==> src/rtl/mem_bus_arbiter.sv <==
// rtl/mem_bus_arbiter.sv - round-robin arbiter sharing one single-port memory between two requesters
// One transaction in flight; mem_* driven from command registers, only mX_ready is combinational.
module mem_bus_arbiter #(
  parameter int ADDR_W      = 32,
  parameter int DATA_W      = 32,
  parameter int MEM_LATENCY = 1
) (
  input  logic                clk,
  input  logic                reset,
  input  logic                m0_req,
  input  logic                m0_we,
  input  logic [ADDR_W-1:0]   m0_addr,
  input  logic [DATA_W-1:0]   m0_wdata,
  input  logic [DATA_W/8-1:0] m0_mask,
  output logic                m0_ready,
  output logic                m0_rvalid,
  output logic [DATA_W-1:0]   m0_rdata,
  input  logic                m1_req,
  input  logic                m1_we,
  input  logic [ADDR_W-1:0]   m1_addr,
  input  logic [DATA_W-1:0]   m1_wdata,
  input  logic [DATA_W/8-1:0] m1_mask,
  output logic                m1_ready,
  output logic                m1_rvalid,
  output logic [DATA_W-1:0]   m1_rdata,
  output logic                mem_en,
  output logic                mem_we,
  output logic [ADDR_W-1:0]   mem_addr,
  output logic [DATA_W-1:0]   mem_wdata,
  output logic [DATA_W/8-1:0] mem_mask,
  input  logic [DATA_W-1:0]   mem_rdata
);

  typedef enum logic [1:0] {S_IDLE, S_ISSUE, S_WAIT, S_RESP} state_t;

  state_t              r_state;
  state_t              w_next;
  logic                r_prio_m1;
  logic                r_owner;
  logic [2:0]          r_cnt;
  logic                r_we;
  logic [ADDR_W-1:0]   r_addr;
  logic [DATA_W-1:0]   r_wdata;
  logic [DATA_W/8-1:0] r_mask;
  logic [DATA_W-1:0]   r_rdata0;
  logic [DATA_W-1:0]   r_rdata1;
  logic                w_gnt0;
  logic                w_gnt1;

  always_ff @(posedge clk or posedge reset) begin
    if (reset) r_state <= S_IDLE;
    else       r_state <= w_next;
  end

  always_comb begin
    w_next = r_state;
    case (r_state)
      S_IDLE:  if (w_gnt0 || w_gnt1) w_next = S_ISSUE;
      S_ISSUE: w_next = r_we ? S_IDLE : S_WAIT;
      S_WAIT:  if (r_cnt == 3'd1) w_next = S_RESP;
      S_RESP:  w_next = S_IDLE;
      default: w_next = S_IDLE;
    endcase
  end

  // Grant is gated by reset so every output reads 0 while reset is held.
  always_comb begin
    w_gnt0    = 1'b0;
    w_gnt1    = 1'b0;
    m0_rvalid = 1'b0;
    m1_rvalid = 1'b0;
    mem_en    = 1'b0;
    if (r_state == S_IDLE && !reset) begin
      if (m0_req && m1_req) begin
        w_gnt1 = r_prio_m1;
        w_gnt0 = !r_prio_m1;
      end else begin
        w_gnt0 = m0_req;
        w_gnt1 = m1_req;
      end
    end
    if (r_state == S_RESP) begin
      m0_rvalid = !r_owner;
      m1_rvalid = r_owner;
    end
    if (r_state == S_ISSUE) mem_en = 1'b1;
  end

  assign m0_ready  = w_gnt0;
  assign m1_ready  = w_gnt1;
  assign mem_we    = r_we;
  assign mem_addr  = r_addr;
  assign mem_wdata = r_wdata;
  assign mem_mask  = r_mask;
  assign m0_rdata  = r_rdata0;
  assign m1_rdata  = r_rdata1;

  always_ff @(posedge clk or posedge reset) begin
    if (reset) begin
      r_prio_m1 <= 1'b0;
      r_owner   <= 1'b0;
      r_cnt     <= 3'd0;
      r_we      <= 1'b0;
      r_addr    <= '0;
      r_wdata   <= '0;
      r_mask    <= '0;
      r_rdata0  <= '0;
      r_rdata1  <= '0;
    end else begin
      if (w_gnt0 || w_gnt1) begin
        r_we      <= w_gnt1 ? m1_we    : m0_we;
        r_addr    <= w_gnt1 ? m1_addr  : m0_addr;
        r_wdata   <= w_gnt1 ? m1_wdata : m0_wdata;
        r_mask    <= w_gnt1 ? m1_mask  : m0_mask;
        r_owner   <= w_gnt1;
        r_prio_m1 <= w_gnt0;
      end
      if (r_state == S_ISSUE && !r_we) r_cnt <= 3'(MEM_LATENCY);
      else if (r_state == S_WAIT)      r_cnt <= r_cnt - 3'd1;
      if (r_state == S_WAIT && r_cnt == 3'd1) begin
        if (r_owner) r_rdata1 <= mem_rdata;
        else         r_rdata0 <= mem_rdata;
      end
    end
  end

endmodule

==> config.mk <==
export PLATFORM = sky130hd
export DESIGN_NAME = mem_bus_arbiter
export DESIGN_NICKNAME = d
export VERILOG_FILES = /design/src/rtl/mem_bus_arbiter.sv
export SDC_FILE = /design/constraint.sdc
export NUM_CORES = 1
export LEC_CHECK = 0
export ABC_AREA = 1
export ABC_CLOCK_PERIOD_IN_PS = 4150
export CAP_MARGIN = 20
export CORE_MARGIN = 4
export CORE_UTILIZATION = 38
export CTS_BUF_LIST = sky130_fd_sc_hd__clkbuf_8
export DETAILED_ROUTE_END_ITERATION = 8
export PLACE_DENSITY = 0.89
export SLEW_MARGIN = 20
export SYNTH_ARGS = -nofsm -noshare
export SYNTH_HDL_FRONTEND = slang
export SYNTH_SLANG_ARGS = --single-unit
export TNS_END_PERCENT = 5
==> constraint.sdc <==
create_clock -name clk -period 4.15 [get_ports clk]
set_clock_uncertainty 0.1 [all_clocks]
set_input_delay 0.415 -clock clk [delete_from_list [all_inputs] [get_ports clk]]
set_output_delay 0.415 -clock clk [all_outputs]
set_load 0.03 [all_outputs]
Word-level counts from Yosys, hierarchy flattened:

Index checks and enable logic that the tools add are counted.

* bitwise gates (word level): 1
* shift-type cells: 0
* multiply operators: 0
* reductions and logical operators: 14
* mux-type cells: 17
* div/mod/pow operators: 0
* $add $sub $neg: 1
* equality and inequality tests: 6
* order comparisons: 0

Operators with widths (count)
* $mux 32: 2
* $mux 1: 8
* $pmux 2 s4: 1
* $mux 2: 3
* $mux 3: 2
* $reduce_and 2->1: 3
* $eq 2x2->1 const B: 2
* $logic_and 1x1->1: 4
* $logic_not 1->1: 4
* $mux 4: 1
* $ne 2x1->1 const B: 2
* $eq 3x1->1 const B: 1
* $sub 3x1->3 const B: 1
* $eq 2x1->1 const B: 1
* $logic_not 2->1: 1
* $reduce_bool 2->1: 1
* $logic_or 1x1->1: 1
* $not 1->1: 1

* input bits: 174
* bits in latches: 0
* memory bits (writable): 0
* memories: 0
* ROM bits: 0
* register bits: 140
* output and inout bits: 138
* logic and storage cells: 49

Depth between registers and ports, before layout:

Gate-level depths: netlist of the first run.

* depth in word-level cells: 6
* mapped depth: 8
* depth with buffers taken out: 7

Worst setup path before layout of the first run:

Ideal clock, no wire load.

* path kind: input -> register
* start: input reset
* end: register r_we (netlist: mem_we)
* path slack: -0.414 ns
* library setup time: 0.117 ns
* arrival: 4.346 ns
* path buffers: 1
* data required time: 3.933 ns
* cell stages on the path: 7
* path through: inv_1 nand3_1 a21oi_2 inv_2 buf_2 nand2_1 nand2_1

* cells in the longest elaborated chain, start to end: 4

Ends and longest elaborated chain
* start, declared: line 9 `input logic reset,`
* $logic_not 1->1 (no line) *
* $logic_and 1x1->1 *: line 73 `if (r_state == S_IDLE && !reset) begin`
* $mux 1: line 73
* $mux 1 or $logic_or 1x1->1 (tied branches): line 111, 110
* end signal, assigned: line 111 `r_we <= w_gnt1 ? m1_we : m0_we;`
* end, declared: line 41 `logic r_we;`

Every way passes the cells marked *; elsewhere a longest branch is shown, timed or not.
A chain may end at the register's enable or synchronous reset.

==> impl_metrics.tcl, run 1 <==
set metrics [dict create \
    dieArea_sq_mm 0.0196 \
    worst-setup-path-type "reg2out" \
    wl_um 20200 \
    gp_congestion 0.828 \
    drc 0 \
    synthDistinctLibCells 19 \
    rsz0062_at_grt "false" \
    drt_iter0_markers 299 \
    track_usage_pct 20.7 \
    core_area_sq_mm 0.0168 \
    cts.sinks 140 \
    seq_area_frac_synth_pct 53.0 \
    final_area_sq_mm 0.0103 \
    total_power_mw 7.75 \
    cts_resized 0 \
    drive_gt1_share_pct 4.59 \
    detail-route-antenna-nets 0 \
    p_leak_nw 5.37 \
    path_cells "inv_2 > nand2_1 > nor2_4 > buf_4 > o211ai_1 > inv_1 > clkdlybuf4s50_1" \
    finalCritPeriodShare_pct 69.7 \
    die_width_um 140 \
    cp_top_family "buffers and inverters" \
    cts_max_level 4 \
    insertion_delay_ns 0.43 \
    fin_tns_setup_ns 0 \
    avgSynthCellArea_sq_um 7.58 \
    ys_top_cells_by_area "dfrtp_1 (53%), nand2_1 (16%), nand3_1 (11%), inv_1 (10%), o21ai_0 (4.6%)" \
    fin_nets 1339 \
    setup_ws_ns 1.26 \
    synth_top_area_share_pct 53.0 \
    hold_ws_ns 0.385 \
    place_area_sq_mm 0.00986 \
    synth_cells 871 \
    grt_max_degree 82 \
    max_freq_mhz 346 \
    die_h_um 140 \
    max_cap_violations 0 \
    hp-start "mem_addr[13]" \
    antenna_found_initial 0 \
    portBuffers 311 \
    first_pass_iters 5 \
    ys_seq_elements 140 \
    syn_nets 1047 \
    worstPathArrival_ns 2.38 \
    end_kind "primary output" \
    dp_slack_ns 1.34 \
    vias_per_cell 4.64 \
    hold_violations 0 \
    whs_path_depth 2 \
    worstMarginPinSlew_ns 0.765 \
    cp.required_ns 3.63 \
    ios 312 \
    grt_pass1_vias 6377 \
    synth_area_leader_cell "dfrtp_1" \
    synthesis.area_sq_mm 0.00661 \
    setup_viol 0 \
    num_antenna_cells 0 \
    cts_hold_buf 0 \
    clk_pin_slew_ns 0.09 \
    r2r-end "mem_wdata[19]" \
    cts_buffers 17 \
    cts_root_buffer "clkbuf_8" \
    crit_path_top_delay_cell "clkdlybuf4s50_1" \
    hold_end "mem_addr[13]" \
    worstPathMaxFanout 29 \
    period_minus_slack_ns 2.89 \
    dpl.cell_count 1363 \
    n_fill_cell 1408 \
    startpoint_type "flop" \
    cts_buffer_depth 2 \
    hp-class "reg2reg" \
    slew_headroom_pct 49.0 \
    gr-total-overflow 0 \
    postCtsSetupRepairBufs 0 \
    num_rows 47 \
    max-vdd-ir-drop_uv 446 \
    worst_path_largest_cell_delay_ns 0.67 \
    avgRoutedWirePerCell_um 14.5 \
    outcome "complete, no violations" \
    grt_pass1_wl_um 32800 \
    layoutNonFillerInstCount 1396 \
    crit_buf_inv 4 \
    yosys_warnings 0 \
    powerDensity_mw_per_mm2 752 \
    slew_viol_final 0 \
    vias 6477 \
    r2r_slack_ns 2.05 \
    initial_core_util_pct 39.3 \
    cts_tree "built" \
    fin_util_pct 61.2 \
    reg2reg_depth 9 \
    syn2layout_area_growth_pct 55.9 \
    dpl.hpwl_um 14600 \
]
==> cells in the mapped netlist <==
master      n
a21oi_2     2
nor2_1      1
nor3_1      2
clkbuf_1   15
o211ai_1    1
o22ai_1     2
nand3_1   139
inv_1     180
o21ai_0    61
nand2_2     3
nand2_1   277
buf_2      31
inv_2       4
ha_1        2
o21ai_1     7
dfrtp_1   140
xnor2_1     1
nor2_2      2
buf_4       1
==> logic make-up (layout without fill, tap and decap cells) <==
family	Yosys count	in the layout	synth area share (%)
flops	140	140	53.0
fa+ha+maj	2	2	0.379
simple gates	424	424	27.0
compound gates	73	73	5.72
xor+xnor	1	1	0.133
buf+inv	231	536	13.8
==> state kept, by name, summed over array words and instances (netlist names), named ones only <==
register	cells
m0_rdata	32
m1_rdata	32
mem_addr	32
mem_wdata	32
mem_mask	4
r_cnt	3
mem_we	1
r_owner	1
r_prio_m1	1
r_state	1
==> worst max-delay path by stage <==
| stage | from | to | cells after the start |
|---|---|---|---|
| CTS | flop | m0_ready | 7 |
| floorplan | reset | r_state[0] | 6 |
| finish | flop | m0_ready | 7 |
| global route | flop | m0_ready | 7 |
| detailed placement | reset | m0_ready | 6 |
| global placement | reset | m0_ready | 6 |
==> power breakdown <==
part,switching (mW),internal [mW]
registers,0.373,2.04
clock network,0.582,0.557
logic,2.55,1.65
total,3.50,4.24
==> per-layer routing <==
metal	share of wire, %	vias up	GRT usage [%]
li1	-	3217	-
met1	40	2964	24.5
met2	51	258	35.8
met3	7.0	38	5.35
met4	2.5	0	8.41
met5	0	-	0
==> placed cells by master, fill, tap and decap left out, drive strengths merged <==
master / instances
clkdlybuf4s50: 311
nand2: 280
inv: 191
dfrtp: 140
nand3: 139
o21ai: 68
clkbuf: 17
buf: 9
clkinvlp: 4
nor2: 3
a21oi: 2
nor3: 2
o22ai: 2
ha: 2
bufinv: 2
clkinv: 2
o211ai: 1
xnor2: 1
==> cell type report <==
cell class	instances	area, sq um	area share (%)
Timing Repair Buffer	320	3200	31.0
Sequential cell	140	3500	34.0
Clock inverter	15	176	1.71
Clock buffer	17	234	2.27
Inverter	184	694	6.74
Tap cell	220	275	2.67
Multi-Input combinational cell	500	2220	21.6
==> worst reg2reg max path: stages (launching register included) <==
cell and delay [ns]:
dfrtp_1 0.41, inv_2 0.08, nand2_1 0.10, nor2_4 0.03, buf_4 0.23, nand2_2 0.12, buf_4 0.59, nand2_1 0.17
nand3_1 0.10, nand2_1 0.06
No activity file was read; power rests on OpenSTA's default activity.
==> run 2, diff against run 1 <==
--- a/config.mk
+++ b/config.mk
@@ -6,7 +6,7 @@
 export NUM_CORES = 1
 export LEC_CHECK = 0
 export ABC_AREA = 1
-export ABC_CLOCK_PERIOD_IN_PS = 4150
+export ABC_CLOCK_PERIOD_IN_PS = 2300
 export CAP_MARGIN = 20
 export CORE_MARGIN = 4
 export CORE_UTILIZATION = 38
==> constraint.sdc (replaced) <==
create_clock -name clk -period 2.3 [get_ports clk]
set_clock_uncertainty 0.1 [all_clocks]
set_input_delay 0.23 -clock clk [delete_from_list [all_inputs] [get_ports clk]]
set_output_delay 0.23 -clock clk [all_outputs]
set_load 0.03 [all_outputs]
==> impl_metrics.tcl, run 2 (same netlist as run 1, synthesis figures left out) <==
set metrics [dict create \
    die_width_um 140 \
    place_area_sq_mm 0.00996 \
    ios 312 \
    vias 6661 \
    portBuffers 311 \
    die_h_um 140 \
    cts_max_level 4 \
    crit_path_top_delay_cell "clkdlybuf4s50_1" \
    fin_util_pct 61.7 \
    cp.required_ns 1.97 \
    cts.sinks 140 \
    crit_buf_inv 2 \
    max-vdd-ir-drop_uv 812 \
    worstMarginPinSlew_ns 0.766 \
    grt_pass1_vias 6514 \
    clk_pin_slew_ns 0.09 \
    wl_um 21400 \
    intPower_mw 7.81 \
    final_area_sq_mm 0.0104 \
    rsz0062_at_grt "false" \
    period_minus_slack_ns 2.13 \
    num_antenna_cells 0 \
    grt_max_degree 141 \
    multiInputGateArea_sq_mm 0.00221 \
    detail-route-antenna-nets 0 \
    powerDensity_mw_per_mm2 1370 \
    num_rows 47 \
    core_area_sq_mm 0.0168 \
    path_cells "inv_2 > nor3_1 > clkdlybuf4s50_1" \
    layout.area.seq_sq_mm 0.00350 \
    switching_share_pct 45.0 \
    finalCritPeriodShare_pct 92.7 \
    max_cap_violations 0 \
    gp_congestion 0.859 \
    hp-class "in2reg" \
    startpoint_type "flop" \
    antenna_found_initial 0 \
    cts_tree "built" \
    setup_viol 0 \
    worst-setup-path-type "reg2out" \
    insertion_delay_ns 0.44 \
    drc 0 \
    grt_pass1_wl_um 34100 \
    initial_core_util_pct 39.3 \
    cts_resized 0 \
    drt_iter0_markers 451 \
    postCtsSetupRepairBufs 0 \
    outcome "complete, no violations" \
    p_leak_nw 5.42 \
    pwr-share-comb_pct 54.3 \
    vias_per_cell 4.76 \
    cp_top_family "buffers and inverters" \
    cts_buffer_depth 2 \
    dieArea_sq_mm 0.0196 \
    syn2layout_area_growth_pct 57.2 \
    power_switching_mw 6.40 \
    max_freq_mhz 469 \
    slew_viol_final 0 \
    p_seq_share_pct 30.6 \
    final_cell_mix "clkdlybuf4s50_1 (309), nand2_1 (276), inv_1 (179), dfrtp_1 (140), nand3_1 (139)" \
    gr-total-overflow 0 \
    end_kind "primary output" \
    drive_gt1_share_pct 4.92 \
    slew_headroom_pct 48.9 \
    worstPathMaxFanout 4 \
    worstPathArrival_ns 1.80 \
    dpl.hpwl_um 15200 \
    first_pass_iters 5 \
    cts_hold_buf 0 \
    cts_root_buffer "clkbuf_8" \
    track_usage_pct 21.7 \
    worst_path_largest_cell_delay_ns 0.72 \
    cts_buffers 17 \
    n_fill_cell 1399 \
    fin_nets 1342 \
    hold_violations 0 \
    total_power_mw 14.2 \
    p_clk_share_pct 15.1 \
    avgRoutedWirePerCell_um 15.3 \
    final_common_cell "clkdlybuf4s50_1" \
]
==> run 2: cell count changes in the layout (fill, tap and decap cells not counted), sizes merged <==
| cell | previous run | this run |
|---|---|---|
| clkdlybuf4s50 | 311 | 309 |
| bufinv | 2 | 3 |
| clkinv | 2 | 5 |
| buf | 9 | 14 |
| clkinvlp | 4 | 1 |
| inv | 191 | 189 |
==> run 2: worst paths after layout <==
kind                       slack (ns)           from  cells after the start            end
max reg2reg                      0.60     r_state[0]                      7  mem_wdata[28]
max                              0.17           flop                      3      m0_rvalid
max in group asynchronous        1.16          reset                      3   mem_addr[12]
min reg2reg                      0.38   mem_wdata[5]                      2   mem_wdata[5]
min                              0.26  mem_rdata[29]                      3   m1_rdata[29]
min in group asynchronous        0.36          reset                      3   mem_addr[30]
==> run 2: area by class of cell <==
class                   instances  area share (%)
clock inverters                14            1.78
repair buffers                323            31.5
flip-flops and latches        140            33.8
inverters                     184            6.69
multi-input cells             500            21.3
clock buffers                  17            2.25
well taps                     220            2.65
==> run 2: power by group through the flow <==
stage / registers, mW / logic [mW] / clock network [mW]
after floorplan: 6.63 / 1.97 / 0
final: 4.35 / 7.71 / 2.14
after detailed placement: 4.36 / 7.76 / 0
after CTS: 4.34 / 7.79 / 2.21
after global placement: 4.32 / 7.59 / 0
after global routing: 4.49 / 8.20 / 2.34
==> run 2: metrics by stage <==
stage	TNS [ns]	setup WS [ns]	std cells	hold slack [ns]
after floorplan	-62.00	-0.871	871	0.278
after global placement	0	0.379	1367	0.360
after detailed placement	0	0.316	1367	0.364
after CTS	0	0.119	1398	0.222
after global routing	0	0.0323	1398	0.214
final	0	0.168	1398	0.256
==> run 2: layer usage <==
| layer | routed length, um | GRT usage, % | vias to the layer above | share of wire, % |
|---|---|---|---|---|
| met2 | 10700 | 36.5 | 281 | 50 |
| met4 | 857 | 10.3 | 0 | 4.0 |
| met5 | 0 | 0 | - | 0 |
| li1 | - | - | 3219 | - |
| met3 | 1480 | 6.21 | 65 | 6.9 |
| met1 | 8350 | 25.7 | 3096 | 39 |
==> run 2: worst register-to-register path: stages, from the launching register on <==
cell,delay [ns]
dfrtp_1,0.38
inv_2,0.12
nand2_1,0.11
nor2_4,0.21
buf_12,0.32
nand3_1,0.20
nand3_1,0.12
nand2_1,0.06
==> run 3, diff against run 2 <==
--- a/config.mk
+++ b/config.mk
@@ -8,7 +8,7 @@
 export ABC_AREA = 1
 export ABC_CLOCK_PERIOD_IN_PS = 2300
 export CAP_MARGIN = 20
-export CORE_MARGIN = 4
+export CORE_MARGIN = 2
 export CORE_UTILIZATION = 38
 export CTS_BUF_LIST = sky130_fd_sc_hd__clkbuf_8
 export DETAILED_ROUTE_END_ITERATION = 8
==> impl_metrics.tcl, run 3 (same netlist as run 1, synthesis figures left out) <==
set metrics [dict create \
    n_fill_cell 1478 \
    cp_top_family "buffers and inverters" \
    gr-total-overflow 0 \
    initial_core_util_pct 38.6 \
    num_antenna_cells 0 \
    layoutNonFillerInstCount 1407 \
    fin_tns_setup_ns 0 \
    track_usage_pct 21.7 \
    die_width_um 136 \
    crit_buf_inv 2 \
    worst-setup-path-type "reg2out" \
    first_pass_iters 5 \
    setup_viol 0 \
    dpl.cell_count 1375 \
    cts_root_buffer "clkbuf_8" \
    slew_headroom_pct 50.4 \
    outcome "complete, no violations" \
    avgRoutedWirePerCell_um 14.3 \
    gp_congestion 0.799 \
    detail-route-antenna-nets 0 \
    hold_violations 0 \
    cts_buffers 17 \
    finalCritPeriodShare_pct 93.6 \
    powerDensity_mw_per_mm2 1340 \
    final_common_cell "clkdlybuf4s50_1" \
    drt_iter0_markers 416 \
    rsz0062_at_grt "false" \
    worstPathMaxFanout 4 \
    end_kind "primary output" \
    antenna_found_initial 0 \
    period_minus_slack_ns 2.15 \
    cts.sinks 140 \
    cp.depth 3 \
    worstMarginPinSlew_ns 0.744 \
    grt_pass1_vias 6283 \
    worstPathArrival_ns 1.82 \
    dieArea_sq_mm 0.0185 \
    cts_buffer_depth 2 \
    ios 312 \
    cp.required_ns 1.97 \
    dpl.hpwl_um 14600 \
    p_leak_nw 5.40 \
    vias 6597 \
    drive_gt1_share_pct 5.25 \
    cts_max_level 4 \
    cts_hold_buf 0 \
    slew_viol_final 0 \
    crit_path_top_delay_cell "clkdlybuf4s50_1" \
    max_freq_mhz 465 \
    grt_pass1_wl_um 31400 \
    syn2layout_area_growth_pct 57.0 \
    cts_tree "built" \
    max-vdd-ir-drop_uv 768 \
    path_cells "inv_2 > nor3_1 > clkdlybuf4s50_1" \
    vias_per_cell 4.69 \
    drc 0 \
    insertion_delay_ns 0.44 \
    wl_um 20100 \
    whs_path_depth 3 \
    portBuffers 311 \
    worst_path_largest_cell_delay_ns 0.73 \
    reg2reg_depth 8 \
    fin_nets 1345 \
    fin_util_pct 60.6 \
    grt_max_degree 141 \
    hold_ws_ns 0.252 \
    postCtsSetupRepairBufs 0 \
    die_h_um 136 \
    core_area_sq_mm 0.0171 \
    hp-class "in2reg" \
    final_cell_mix "clkdlybuf4s50_1 (309), nand2_1 (276), inv_1 (179), dfrtp_1 (140), nand3_1 (139)" \
    clk_pin_slew_ns 0.09 \
    startpoint_type "flop" \
    num_rows 48 \
    cts_resized 0 \
    max_cap_violations 0 \
    total_power_mw 13.8 \
]
run 3: area by class of cell:
class,instances,area (sq um),share of cell area [%]
clock buffer,17,234,2.26
timing repair buffer,326,3310,31.9
inverter,184,694,6.70
tap,225,282,2.72
multi-input combinational,500,2210,21.4
clock inverter,15,131,1.27
sequential,140,3500,33.8
run 3: layer usage:
metal	GRT usage, %	wire (um)
met1	26.0	7890
met2	37.9	10400
met3	5.48	1440
met4	7.58	415
met5	0	0
run 3: worst reg2reg max path: stages, from the launching register on:
cell     delay [ns]
dfrtp_1        0.42
inv_2          0.09
nand2_1        0.08
nor2_4         0.18
nand2_2        0.22
buf_12         0.25
nand2_1        0.13
nand3_1        0.06
nand2_1        0.06
run 3: power by group:
group | internal [mW] | switching [mW] | leakage [nW]
sequential | 3.68 | 0.689 | 1.71
clock | 0.781 | 1.05 | 0.176
combinational | 3.06 | 4.60 | 3.52
run 3: per-stage QoR:
| stage | worst slack (ns) | instance area [sq um] |
|---|---|---|
| final | 0.148 | 10400 |
| after global routing | 0.0307 | 10400 |
| after CTS | 0.0966 | 10400 |
| after detailed placement | 0.323 | 10000 |
| after global placement | 0.334 | 10000 |
| after floorplan | -0.871 | 6610 |
run 3: final timing paths:
check                                      to  slack, ns     startpoint
worst max-delay path                m0_rvalid       0.15           flop
worst min-delay path             m0_rdata[12]       0.25  mem_rdata[12]
worst max register to register  mem_wdata[21]       0.65           flop
worst min register to register   mem_addr[30]       0.38   mem_addr[30]
max in group asynchronous        m0_rdata[23]       1.18          reset
min in group asynchronous        mem_wdata[3]       0.39          reset
